## src/rtl/led_pwm_fader.sv

```systemverilog
// LED PWM fader: follows the synchronized LED request level, ramps an
// N-bit duty value up or down at a fixed step rate, and drives the
// RGB pins with a PWM waveform gated by a colour mask latched while off.
//
// state     | meaning
// ----------+---------------------------------------------------------
// OFF       | duty held at 0, colour mask tracks color_sel
// RAMP_UP   | duty +1 per step pulse until it reaches full scale
// ON        | duty held at full scale, pins forced constant high
// RAMP_DOWN | duty -1 per step pulse until it reaches 0

module led_pwm_fader #(
    parameter int PWM_BITS = 8,
    parameter int STEP_DIV = 31250
) (
    input  logic       clk,
    input  logic       rst,
    input  logic       led_in,
    input  logic [2:0] color_sel,
    output logic       redled,
    output logic       greenled,
    output logic       blueled,
    output logic       busy
);

    localparam int                  PRE_W     = (STEP_DIV > 2) ? $clog2(STEP_DIV) : 1;
    localparam logic [PRE_W-1:0]    PRE_LAST  = PRE_W'(STEP_DIV - 1);
    localparam logic [PWM_BITS-1:0] DUTY_MAX  = '1;
    localparam logic [PWM_BITS-1:0] DUTY_NEAR = DUTY_MAX - 1'b1;
    localparam logic [PWM_BITS-1:0] DUTY_ONE  = PWM_BITS'(1);

    typedef enum logic [1:0] {
        OFF       = 2'd0,
        RAMP_UP   = 2'd1,
        ON        = 2'd2,
        RAMP_DOWN = 2'd3
    } state_t;

    state_t              state;
    logic [1:0]          sync_q;
    logic                led_s;
    logic [PRE_W-1:0]    presc;
    logic                step;
    logic [PWM_BITS-1:0] duty;
    logic [PWM_BITS-1:0] duty_act;
    logic [PWM_BITS-1:0] pwm_cnt;
    logic [2:0]          color_q;
    logic                p;

    assign led_s = sync_q[1];
    assign step  = (presc == PRE_LAST);
    assign p     = (state == ON) || (pwm_cnt < duty_act);

    // two-flop synchronizer for the LED request level
    always_ff @(posedge clk or posedge rst) begin
        if (rst) begin
            sync_q <= 2'b00;
        end else begin
            sync_q <= {sync_q[0], led_in};
        end
    end

    // ramp FSM: state, duty, step prescaler, colour mask and busy flag
    always_ff @(posedge clk or posedge rst) begin
        if (rst) begin
            state   <= OFF;
            duty    <= '0;
            presc   <= '0;
            color_q <= 3'b000;
            busy    <= 1'b0;
        end else begin
            busy  <= (state == RAMP_UP) || (state == RAMP_DOWN);
            presc <= step ? '0 : presc + 1'b1;
            case (state)
                OFF: begin
                    duty    <= '0;
                    color_q <= color_sel;
                    if (led_s) begin
                        state <= RAMP_UP;
                        presc <= '0;
                    end
                end
                RAMP_UP: begin
                    // a level change outranks a coincident step pulse
                    if (!led_s) begin
                        state <= RAMP_DOWN;
                        presc <= '0;
                    end else if (step) begin
                        if (duty >= DUTY_NEAR) begin
                            duty  <= DUTY_MAX;
                            state <= ON;
                            presc <= '0;
                        end else begin
                            duty <= duty + 1'b1;
                        end
                    end
                end
                ON: begin
                    duty <= DUTY_MAX;
                    if (!led_s) begin
                        state <= RAMP_DOWN;
                        presc <= '0;
                    end
                end
                RAMP_DOWN: begin
                    if (led_s) begin
                        state <= RAMP_UP;
                        presc <= '0;
                    end else if (step) begin
                        if (duty <= DUTY_ONE) begin
                            duty  <= '0;
                            state <= OFF;
                            presc <= '0;
                        end else begin
                            duty <= duty - 1'b1;
                        end
                    end
                end
                default: begin
                    state <= OFF;
                    duty  <= '0;
                    presc <= '0;
                end
            endcase
        end
    end

    // free-running PWM counter; duty shadow reloads only at the period boundary
    always_ff @(posedge clk or posedge rst) begin
        if (rst) begin
            pwm_cnt  <= '0;
            duty_act <= '0;
        end else begin
            pwm_cnt <= pwm_cnt + 1'b1;
            if (pwm_cnt == DUTY_MAX) begin
                duty_act <= duty;
            end
        end
    end

    // registered pin drivers, masked per colour
    always_ff @(posedge clk or posedge rst) begin
        if (rst) begin
            redled   <= 1'b0;
            greenled <= 1'b0;
            blueled  <= 1'b0;
        end else begin
            redled   <= p & color_q[2];
            greenled <= p & color_q[1];
            blueled  <= p & color_q[0];
        end
    end

endmodule

```

## config.mk

```make
export PLATFORM = sky130hd
export DESIGN_NAME = led_pwm_fader
export DESIGN_NICKNAME = d
export VERILOG_FILES = /design/src/rtl/led_pwm_fader.sv
export SDC_FILE = /design/constraint.sdc
export NUM_CORES = 1
export LEC_CHECK = 0
export ABC_CLOCK_PERIOD_IN_PS = 5900
export CAP_MARGIN = 20
export CORE_MARGIN = 4
export CORE_UTILIZATION = 30
export DETAILED_ROUTE_END_ITERATION = 8
export SYNTH_ARGS = -nofsm -noshare
export SYNTH_HDL_FRONTEND = slang
export SYNTH_SLANG_ARGS = --single-unit
```

## constraint.sdc

```tcl
create_clock -name clk -period 5.9 [get_ports clk]
set_input_delay 1.475 -clock clk [delete_from_list [all_inputs] [get_ports clk]]
set_output_delay 1.475 -clock clk [all_outputs]
set_load 0.01 [all_outputs]
```

# Yosys cells after proc, flatten, opt, wreduce, memory -nomap -nowiden
# Cells that the tools add are included.
# W data, S select, Z words.
# totals
regBits,50
inputBits,6
output_inout_bits,4
word_cells,67
# op_classes
addsub,4
order_cmp,3
eq_ne,15
mux,26
bitwise,3
n_reduce_logical,5
# ops
operator,count
$mux W15,9
$pmux W15 S4,1
$mux W8,6
$pmux W8 S4,1
$add A8 B1 Y8 const B,2
$mux W2,8
$add A15 B1 Y15 const B,1
$eq A15 B15 Y1 const B,1
$ne A2 B2 Y1 const B,6
$eq A8 B8 Y1 const B,1
$ge A8 B8 Y1 const B,1
$le A8 B1 Y1 const B,1
$lt A8 B8 Y1,1
$pmux W2 S4,1
$sub A8 B1 Y8 const B,1
$ne A3 B2 Y1 const B,2
$ne A3 B3 Y1 const B,2
$reduce_and A6 Y1,1
$eq A2 B2 Y1 const B,2
$reduce_and A4 Y1,1
$and A1 B1 Y1,3
$eq A2 B1 Y1 const B,1
$logic_not A2 Y1,1
$logic_or A1 B1 Y1,2

# Longest topological paths before layout
# Gate-level depths: netlist (run 1).
# logic_depth
depth_word,6
ltp_mapped,8
mapped_depth_nobuf,7

# Least setup slack after synthesis (run 1)
# Ideal clock, no wire load.
# synth_path
path_type,reg-to-reg
start,reg duty[1]
end,reg duty[5]
setup_ps,125
arrival_time_ps,1956
required_ps,5775
setup_slack_ps,3820
path_stages_with_launch,9
n_path_buf,1
synth_period_minus_slack_ps,2080
cell_sequence,dfrtp_1 clkbuf_1 inv_1 ha_1 nor2_1 or4_1 a41oi_1 o211ai_1 mux2_2
# synth_between
elab_chain_cells,5
word_cells_on_any_way,11
classes_between,add/sub (2); order compare (2); mux (7)
# synth_lines
item,line_no,text
"start, declared",44,logic [PWM_BITS-1:0] duty;
"start signal, assigned",94,duty <= duty + 1'b1;
"start signal, assigned",115,duty <= duty - 1'b1;
"$sub A8 B1 Y8, or another cell as far along",115,
"$mux W8, on equally long branches","110, 89",
"$mux W8, on equally long branches","109, 88",
"$mux W8, on equally long branches","106, 85",
$pmux W8 S4 *,74,case (state)
# Every way passes the cells marked *; elsewhere a longest branch is shown, timed or not. The select of a mux whose other input is x is not followed.
# A chain may end at the register's enable or synchronous reset.

# Worst setup path after layout (run 1)
# layout_path
start,reg redled
end,out redled
# layout_lines
item,line_no,text
"start, declared",20,"output logic redled,"
"start signal, assigned",148,redled <= p & color_q[2];
# No word-level cell between the ends.

==> impl_metrics.toml, run 1 <==
[placed_design]
gp_congestion = 0.806
dp.cells = 399
port_buffers = 9
place_hpwl_microns = 3810

[worst_setup_path]
slowest_delay_ns = 0.53
crit_arrival_ns = 1.17
slowest_stage = "clkdlybuf4s50_1"
path_delay_family = "buffers and inverters"
worstPathMaxFanout = 1
start_kind = "register"
path_buf_inv = 1
setup.worst_path.end_class = "output pin"
path_cells = "clkdlybuf4s50_1"
path_class = "register to output pin"
cp.required_ns = 4.43

[grt]
grt_max_degree = 51
track_usage_pct = 10.5
grt_pass1_wl_microns = 9850
grt_overflow = 0
grt_pass1_vias = 2155
antenna_found_initial = 0

[clock_tree]
hold_buffers = 0
clk_latency_ns = 0.30
htreeDepth = 2
postCtsSetupBuffers = 0
cts_tree = "yes"
cts_made_buffers = 5
cts_buffer_depth = 2
cts_sinks = 50
path_clk_slew_ns = 0.08
post_cts_resized = 0
cts_root_buffer = "clkbuf_8"

[layout]
fin_nets = 321
area_growth_pct = 10.2
diodes = 0
fillers = 936
fin_cells = 408
final_layout_size_suffix_gt1_share_pct = 6.40

[synthesis]
synth_top_area_share_pct = 44.2
ys.flop_type = "dfrtp_1"
synth_area_sq_um = 2830
yosysTopAreaCell = "dfrtp_1"
synth_cell_types = 50
yosys-top-cells-area = "dfrtp_1 (44%), ha_1 (8.4%), o21ai_0 (4.2%), nor2_1 (4.0%), xnor2_1 (3.4%)"
ys_warn_count = 0
synth.most_common_cell = "dfrtp_1"
synth-edff-count = 0
synth_cells = 293
synth_seq_cells = 50
yosysSeqAreaShare_pct = 44.2
synth_area_per_cell_sq_um = 9.66
yosys-top-cells-count = "dfrtp_1 (50), nor2_1 (30), o21ai_0 (24), inv_1 (20), ha_1 (19)"
synthArstFlopShare_pct = 100
synth.net_count = 318

[routing]
vias = 2154
vias_per_cell = 5.28
drc_errors = 0
wl_microns = 5480
first_iter_violations = 136
wl_per_cell_microns = 13.4
antenna_left = 0
dr.pass1.iters = 4

[floorplanning]
fp-row-count = 35
floorplan.initialDensity_pct = 30.8
ioPinCount = 10
die_w_microns = 105
fp.coreArea_sq_um = 9200
die_y_microns = 105
fp.dieArea_sq_um = 11100

[sta]
min_period_over_period_pct = 44.9
finalMaxSlewViolations = 0
setup_viol = 0
grt_setup_unrepaired = "no"
fin_skew_ns = 0.00799
hold_viol_final = 0
fmax_ghz = 0.378
worst_pin_slew_ns = 0.711
min_period_ns = 2.65
setup_tns_ns = 0
relSlewSlack_pct = 52.2

[flow_run]
cap_violations = 0

[power_and_ir_drop]
ir_drop_mv = 0.198
p_leak_nw = 1.34
power_density_nw_per_um2 = 376

[hold_path]
min_path_type = "register to register"

[outcome]
status = "finished, final reports clean"
==> stage by stage <==
step,hold WS (ns),util [%],cell area [sq um],total power (W),setup WS (ns)
finish,0.353,33.9,3120,0.00117,3.25
global route,0.368,33.9,3120,0.00126,3.20
global placement,0.335,32.7,3010,0.000966,3.11
CTS,0.357,33.7,3100,0.00118,3.23
floorplan,0.331,-,2830,0.000841,3.22
detailed placement,0.336,32.7,3010,0.000970,3.10
==> cell usage in the layout, fill, tap and decap left out, types with 4 or more instances in the layout <==
| master | instances |
|---|---|
| a21oi_1 | 8 |
| and3_1 | 6 |
| and4_1 | 5 |
| clkbuf_8 | 6 |
| clkdlybuf4s50_1 | 9 |
| dfrtp_1 | 50 |
| ha_1 | 19 |
| inv_1 | 19 |
| mux2_2 | 6 |
| nand2_1 | 17 |
| nand3_1 | 8 |
| nand4_1 | 8 |
| nor2_1 | 30 |
| nor3_1 | 4 |
| o21ai_0 | 24 |
| xnor2_1 | 11 |
| xor2_1 | 8 |
==> final timing paths <==
path                            from         to  slack (ns)  cells past startpoint
max                           redled     redled        3.25                      1
min                        sync_q[0]  sync_q[1]        0.35                      0
max reg2reg                 state[1]    duty[5]        3.56                      5
min reg2reg                sync_q[0]  sync_q[1]        0.35                      0
max in group asynchronous        rst    duty[1]        4.04                      3
min in group asynchronous        rst   presc[4]        1.39                      2
==> report_power, final <==
group / internal (W) / switching [W]
combinational: 0.000206 / 0.000277
clock: 0.0000948 / 0.000107
sequential: 0.000401 / 0.0000856
total: 0.000702 / 0.000471
==> cell families after synthesis <==
family	after synthesis	synth area share [%]
AND/OR/NAND/NOR	95	17.8
AO/OA/AOI/OAI	65	15.1
flip-flops	50	44.2
buffers and inverters	35	4.73
XOR/XNOR	19	5.88
adder cells (fa/ha/maj)	19	8.40
multiplexers	10	3.98
==> cell type report <==
cell class,count,area (sq um),share of cell area [%]
flip-flops and latches,50,1250,40.1
repair buffers,11,118,3.77
inverters,20,75.1,2.41
well taps,111,139,4.45
multi-input cells,208,1450,46.4
clock inverters,1,5.00,0.160
clock buffers,7,86.3,2.77
==> layer usage <==
layer  GRT usage (%)  wire, microns  vias to the layer above
met3            2.29            212                       10
met1            13.9           2690                     1046
met5               0              0                        -
li1                -              -                     1054
met2            16.8           2490                       44
met4            4.12             91                        0
==> flip-flops by register name, indices dropped and copies added, names as in the netlist <==
| signal | flops |
|---|---|
| presc | 15 |
| busy | 1 |
| redled | 1 |
| color_q | 3 |
| blueled | 1 |
| duty | 8 |
| duty_act | 8 |
| pwm_cnt | 8 |
| state | 2 |
| greenled | 1 |
| sync_q | 2 |
Note: power is estimated with default switching activity, not from simulation.
==> run 2, diff against run 1 <==
--- a/config.mk
+++ b/config.mk
@@ -5,7 +5,7 @@
 export SDC_FILE = /design/constraint.sdc
 export NUM_CORES = 1
 export LEC_CHECK = 0
-export ABC_CLOCK_PERIOD_IN_PS = 5900
+export ABC_CLOCK_PERIOD_IN_PS = 2130
 export CAP_MARGIN = 20
 export CORE_MARGIN = 4
 export CORE_UTILIZATION = 30
==> constraint.sdc (replaced) <==
create_clock -name clk -period 2.13 [get_ports clk]
set_input_delay 0.5325 -clock clk [delete_from_list [all_inputs] [get_ports clk]]
set_output_delay 0.5325 -clock clk [all_outputs]
set_load 0.01 [all_outputs]
==> impl_metrics.toml, run 2 (synthesis gave the netlist of run 1 again) <==
[layout]
final_common_cell = "dfrtp_1"
largest_register_ffs = 15
fin_nets = 341
most-common-layout-cells = "dfrtp_1 (50), nor2_1 (30), o21ai_0 (24)"
diodes = 0
regMostFlops = "presc"
fillers = 933
final_layout_size_suffix_gt1_share_pct = 12.9
area_growth_pct = 16.2
fin_area_sq_um = 3290

[routing]
antenna_left = 0
drc_errors = 0
wl_per_cell_microns = 14.0
vias = 2195
first_iter_violations = 102
dr.pass1.iters = 4
wl_microns = 5990
vias_per_cell = 5.13

[worst_setup_path]
path_delay_family = "simple AND/OR/NAND/NOR gates"
cp.required_ns = 2.32
path_class = "register to register"
crit_arrival_ns = 2.17
reg2regPathDepth = 7
r2r_slack_ns = 0.15
slowest_delay_ns = 0.44
path_cells = "inv_1 > ha_1 > nor2_1 > or4_1 > a41oi_1 > o211ai_1 > mux2_2"
path_buf_inv = 1
reg2reg_from = "duty[1]"
worstPathMaxFanout = 5
startpoint = "duty[1]"
reg2reg_to = "duty[5]"
cp_num_cells = 7
slowest_stage = "or4_1"
cp-endpoint = "duty[5]"
start_kind = "register"
setup.worst_path.end_class = "register"

[clock_tree]
cts_tree = "yes"
postCtsSetupBuffers = 0
htreeDepth = 2
post_cts_resized = 0
cts_sinks = 50
cts_root_buffer = "clkbuf_8"
cts_made_buffers = 5
hold_buffers = 0
path_clk_slew_ns = 0.09
cts_buffer_depth = 2
clk_latency_ns = 0.30

[sta]
relSlewSlack_pct = 53.2
min_period_over_period_pct = 92.8
setup_viol = 0
fin_skew_ns = 0.00404
finalMaxSlewViolations = 0
fmax_ghz = 0.506
min_period_ns = 1.98
hold_viol_final = 0
worst_pin_slew_ns = 0.695
setup_tns_ns = 0
grt_setup_unrepaired = "no"

[floorplanning]
fp.dieArea_sq_um = 11100
ioPinCount = 10
die_w_microns = 105
floorplan.initialDensity_pct = 30.8
fp-row-count = 35
die_y_microns = 105
fp.coreArea_sq_um = 9200

[placed_design]
place_hpwl_microns = 4310
gp_congestion = 0.795
port_buffers = 9
placed_cell_area_sq_um = 3170

[outcome]
status = "finished, final reports clean"

[flow_run]
cap_violations = 0

[power_and_ir_drop]
p_sw_w = 0.00141
p_int_w = 0.00220
clockPowerShare_pct = 18.7
p_total_w = 0.00361
ir_drop_mv = 0.439
swShare_pct = 38.9
power_density_nw_per_um2 = 1100
pwr-share-comb_pct = 47.6
p_leak_nw = 1.45
seq_power_share_pct = 33.7

[grt]
grt_max_degree = 29
grt_pass1_vias = 2159
track_usage_pct = 11.5
grt_pass1_wl_microns = 10400
antenna_found_initial = 0
grt_overflow = 0

[hold_path]
min_path_type = "register to register"
whs_path_depth = 0
==> run 2: changes by cell type in the layout (fill, tap and decap cells not counted) <==
| cell | before | now |
|---|---|---|
| nor4b_1 | 2 | 0 |
| bufinv_16 | 0 | 1 |
| buf_4 | 1 | 22 |
| buf_12 | 1 | 0 |
| clkbuf_8 | 6 | 5 |
| clkinvlp_4 | 0 | 1 |
| clkinv_2 | 1 | 0 |
| nor4b_2 | 0 | 2 |
==> run 2: layer usage <==
| metal | global-route usage [%] | routed length, microns | up-vias | share of wire (%) |
|---|---|---|---|---|
| met5 | 0 | 0 | - | 0 |
| met4 | 5.62 | 161 | 0 | 2.7 |
| met3 | 2.10 | 173 | 12 | 2.9 |
| met2 | 17.6 | 2730 | 45 | 46 |
| met1 | 15.5 | 2930 | 1041 | 49 |
| li1 | - | - | 1097 | - |
==> run 2: power by group through the flow <==
stage	sequential (W)	clock (W)	combinational, W
6_report	0.00122	0.000675	0.00172
5_1_grt	0.00124	0.000732	0.00191
2_1_floorplan	0.00123	0	0.00110
3_5_place_dp	0.00123	0	0.00170
3_3_place_gp	0.00123	0	0.00168
4_1_cts	0.00122	0.000698	0.00171
==> run 2: stage by stage <==
stage	setup WS [ns]	hold WS, ns	util, %	std cells
floorplan	0.0497	0.331	-	293
global placement	0.157	0.333	34.4	420
detailed placement	0.129	0.344	34.4	420
CTS	0.102	0.367	35.6	428
global route	0.00804	0.378	35.8	428
finish	0.154	0.364	35.8	428
==> run 2: worst min-delay path by stage <==
stage / from / end / slack (ns)
after floorplan: sync_q[0] / sync_q[1] / 0.33
after detailed placement: sync_q[0] / sync_q[1] / 0.34
final: sync_q[0] / sync_q[1] / 0.36
after global routing: sync_q[0] / sync_q[1] / 0.38
after global placement: sync_q[0] / sync_q[1] / 0.33
after CTS: sync_q[0] / sync_q[1] / 0.37
==> run 2: area by class of cell <==
type,instances,area (sq um),share of cell area (%)
clock buffers,6,72.6,2.21
clock inverters,2,37.5,1.14
inverters,20,75.1,2.28
multi-input cells,208,1460,44.4
flip-flops and latches,50,1250,38.0
well taps,111,139,4.22
repair buffers,31,255,7.76
==> run 3, diff against run 2 <==
--- a/config.mk
+++ b/config.mk
@@ -7,9 +7,12 @@
 export LEC_CHECK = 0
 export ABC_CLOCK_PERIOD_IN_PS = 2130
 export CAP_MARGIN = 20
+export CELL_PAD_IN_SITES_DETAIL_PLACEMENT = 1
+export CELL_PAD_IN_SITES_GLOBAL_PLACEMENT = 1
 export CORE_MARGIN = 4
 export CORE_UTILIZATION = 30
 export DETAILED_ROUTE_END_ITERATION = 8
+export PLACE_DENSITY_LB_ADDON = 0.1
 export SYNTH_ARGS = -nofsm -noshare
 export SYNTH_HDL_FRONTEND = slang
 export SYNTH_SLANG_ARGS = --single-unit
==> impl_metrics.toml, run 3 (synthesis gave the netlist of run 1 again) <==
[routing]
m1WireLength_microns = 3610
first_iter_violations = 53
drc_errors = 0
dr.pass1.iters = 4
antenna_left = 0
wl_microns = 6890
vias_per_cell = 5.11
vias = 2198
wl_per_cell_microns = 16.0
wl_met3_microns = 152
met2WireLength_microns = 3070
highest_layer = "met4"

[worst_setup_path]
worstPathMaxFanout = 5
slowest_delay_ns = 0.46
path_class = "register to register"
path_delay_family = "simple AND/OR/NAND/NOR gates"
slowest_stage = "or4_1"
crit_arrival_ns = 2.19
path_buf_inv = 1
start_kind = "register"
cp.required_ns = 2.32
path_cells = "inv_1 > ha_1 > nor2_1 > or4_1 > a41oi_2 > o211ai_1 > mux2_2"
setup.worst_path.end_class = "register"

[layout]
fin_nets = 343
final_layout_size_suffix_gt1_share_pct = 14.7
final_common_cell = "dfrtp_1"
most-common-layout-cells = "dfrtp_1 (49), nor2_1 (30), o21ai_0 (23), buf_4 (23)"
fillers = 1078
largest_register_ffs = 15
seq_area_sq_um = 1250
area_growth_pct = 17.1
regMostFlops = "presc"
diodes = 0
multi_input_area_sq_um = 1470

[floorplanning]
fp.coreArea_sq_um = 9200
fp.dieArea_sq_um = 11100
ioPinCount = 10
floorplan.initialDensity_pct = 30.8
die_w_microns = 105
die_y_microns = 105
fp-row-count = 35

[grt]
grt_pass1_wl_microns = 12100
grt_pass1_vias = 2382
grt_max_degree = 51
antenna_found_initial = 0
grt_overflow = 0
track_usage_pct = 13.4

[power_and_ir_drop]
power_density_nw_per_um2 = 1090
p_leak_nw = 1.46
swShare_pct = 41.0
p_int_w = 0.00214
p_sw_w = 0.00149
clockPowerShare_pct = 16.1
seq_power_share_pct = 33.9
pwr-share-comb_pct = 50.0
ir_drop_mv = 0.455
p_total_w = 0.00363

[sta]
finalMaxSlewViolations = 0
relSlewSlack_pct = 68.0
hold_viol_final = 0
fmax_ghz = 0.501
min_period_ns = 1.99
worst_pin_slew_ns = 0.468
setup_viol = 0
fin_skew_ns = 0.00522
min_period_over_period_pct = 93.7
grt_setup_unrepaired = "no"
setup_tns_ns = 0

[placed_design]
gp_congestion = 0.755
port_buffers = 9
place_hpwl_microns = 5150

[clock_tree]
cts_made_buffers = 5
cts_root_buffer = "clkbuf_8"
cts_tree = "yes"
htreeDepth = 2
cts_sinks = 50
cts_buffer_depth = 2
clk_latency_ns = 0.30
path_clk_slew_ns = 0.10

[hold_path]
min_path_type = "register to register"

[outcome]
status = "finished, final reports clean"

[flow_run]
cap_violations = 0
## run 3: final cells by class
| cell class | count | share of cell area (%) |
|---|---|---|
| inverters | 20 | 2.27 |
| multi-input cells | 208 | 44.5 |
| clock inverters | 3 | 0.680 |
| clock buffers | 5 | 2.08 |
| well taps | 111 | 4.19 |
| flip-flops and latches | 50 | 37.8 |
| repair buffers | 33 | 8.53 |
## run 3: path summary, 6_finish.rpt
check	start	endpoint	slack (ns)	depth (start not counted)
min	sync_q[0]	sync_q[1]	0.37	0
max	duty[0]	duty[5]	0.14	7
max reg2reg	duty[0]	duty[5]	0.14	7
min in group asynchronous	rst	pwm_cnt[0]	0.57	3
max in group asynchronous	rst	duty[1]	1.32	3
min reg2reg	sync_q[0]	sync_q[1]	0.37	0
## run 3: layer usage
metal	vias up	track usage [%]
met1	1078	19.1
li1	1095	-
met4	0	2.81
met5	-	0
met3	5	2.47
met2	20	21.2
## run 3: metrics by stage
step / instances / hold WS [ns] / area (sq um) / setup slack, ns / util [%]
5_1_grt: 430 / 0.383 / 3310 / 0.0111 / 36.0
6_report: 430 / 0.370 / 3310 / 0.135 / 36.0
3_5_place_dp: 421 / 0.352 / 3190 / 0.0697 / 34.7
4_1_cts: 429 / 0.377 / 3290 / 0.0513 / 35.7
2_1_floorplan: 293 / 0.331 / 2830 / 0.0497 / -
3_3_place_gp: 421 / 0.351 / 3190 / 0.0453 / 34.7
## run 3: power by group through the flow
| stage | registers [W] | logic, W | clock network (W) |
|---|---|---|---|
| 3_3_place_gp | 0.00125 | 0.00178 | 0 |
| 5_1_grt | 0.00125 | 0.00203 | 0.000668 |
| 2_1_floorplan | 0.00123 | 0.00110 | 0 |
| 4_1_cts | 0.00124 | 0.00180 | 0.000617 |
| 6_report | 0.00123 | 0.00181 | 0.000585 |
| 3_5_place_dp | 0.00125 | 0.00178 | 0 |
## run 3: worst reg2reg max path, cell delays in order (launching register included)
cell and delay (ns):
dfrtp_1 0.43, inv_1 0.12, ha_1 0.18, nor2_1 0.08, or4_1 0.46, a41oi_2 0.23
o211ai_1 0.10, mux2_2 0.28
## run 3: timing repair
item                                    4_1_cts  5_1_grt
hold buffers                                  0        0
endpoints found under the setup margin        0        9
gates resized for setup                       0        5
setup buffers                                 0        1
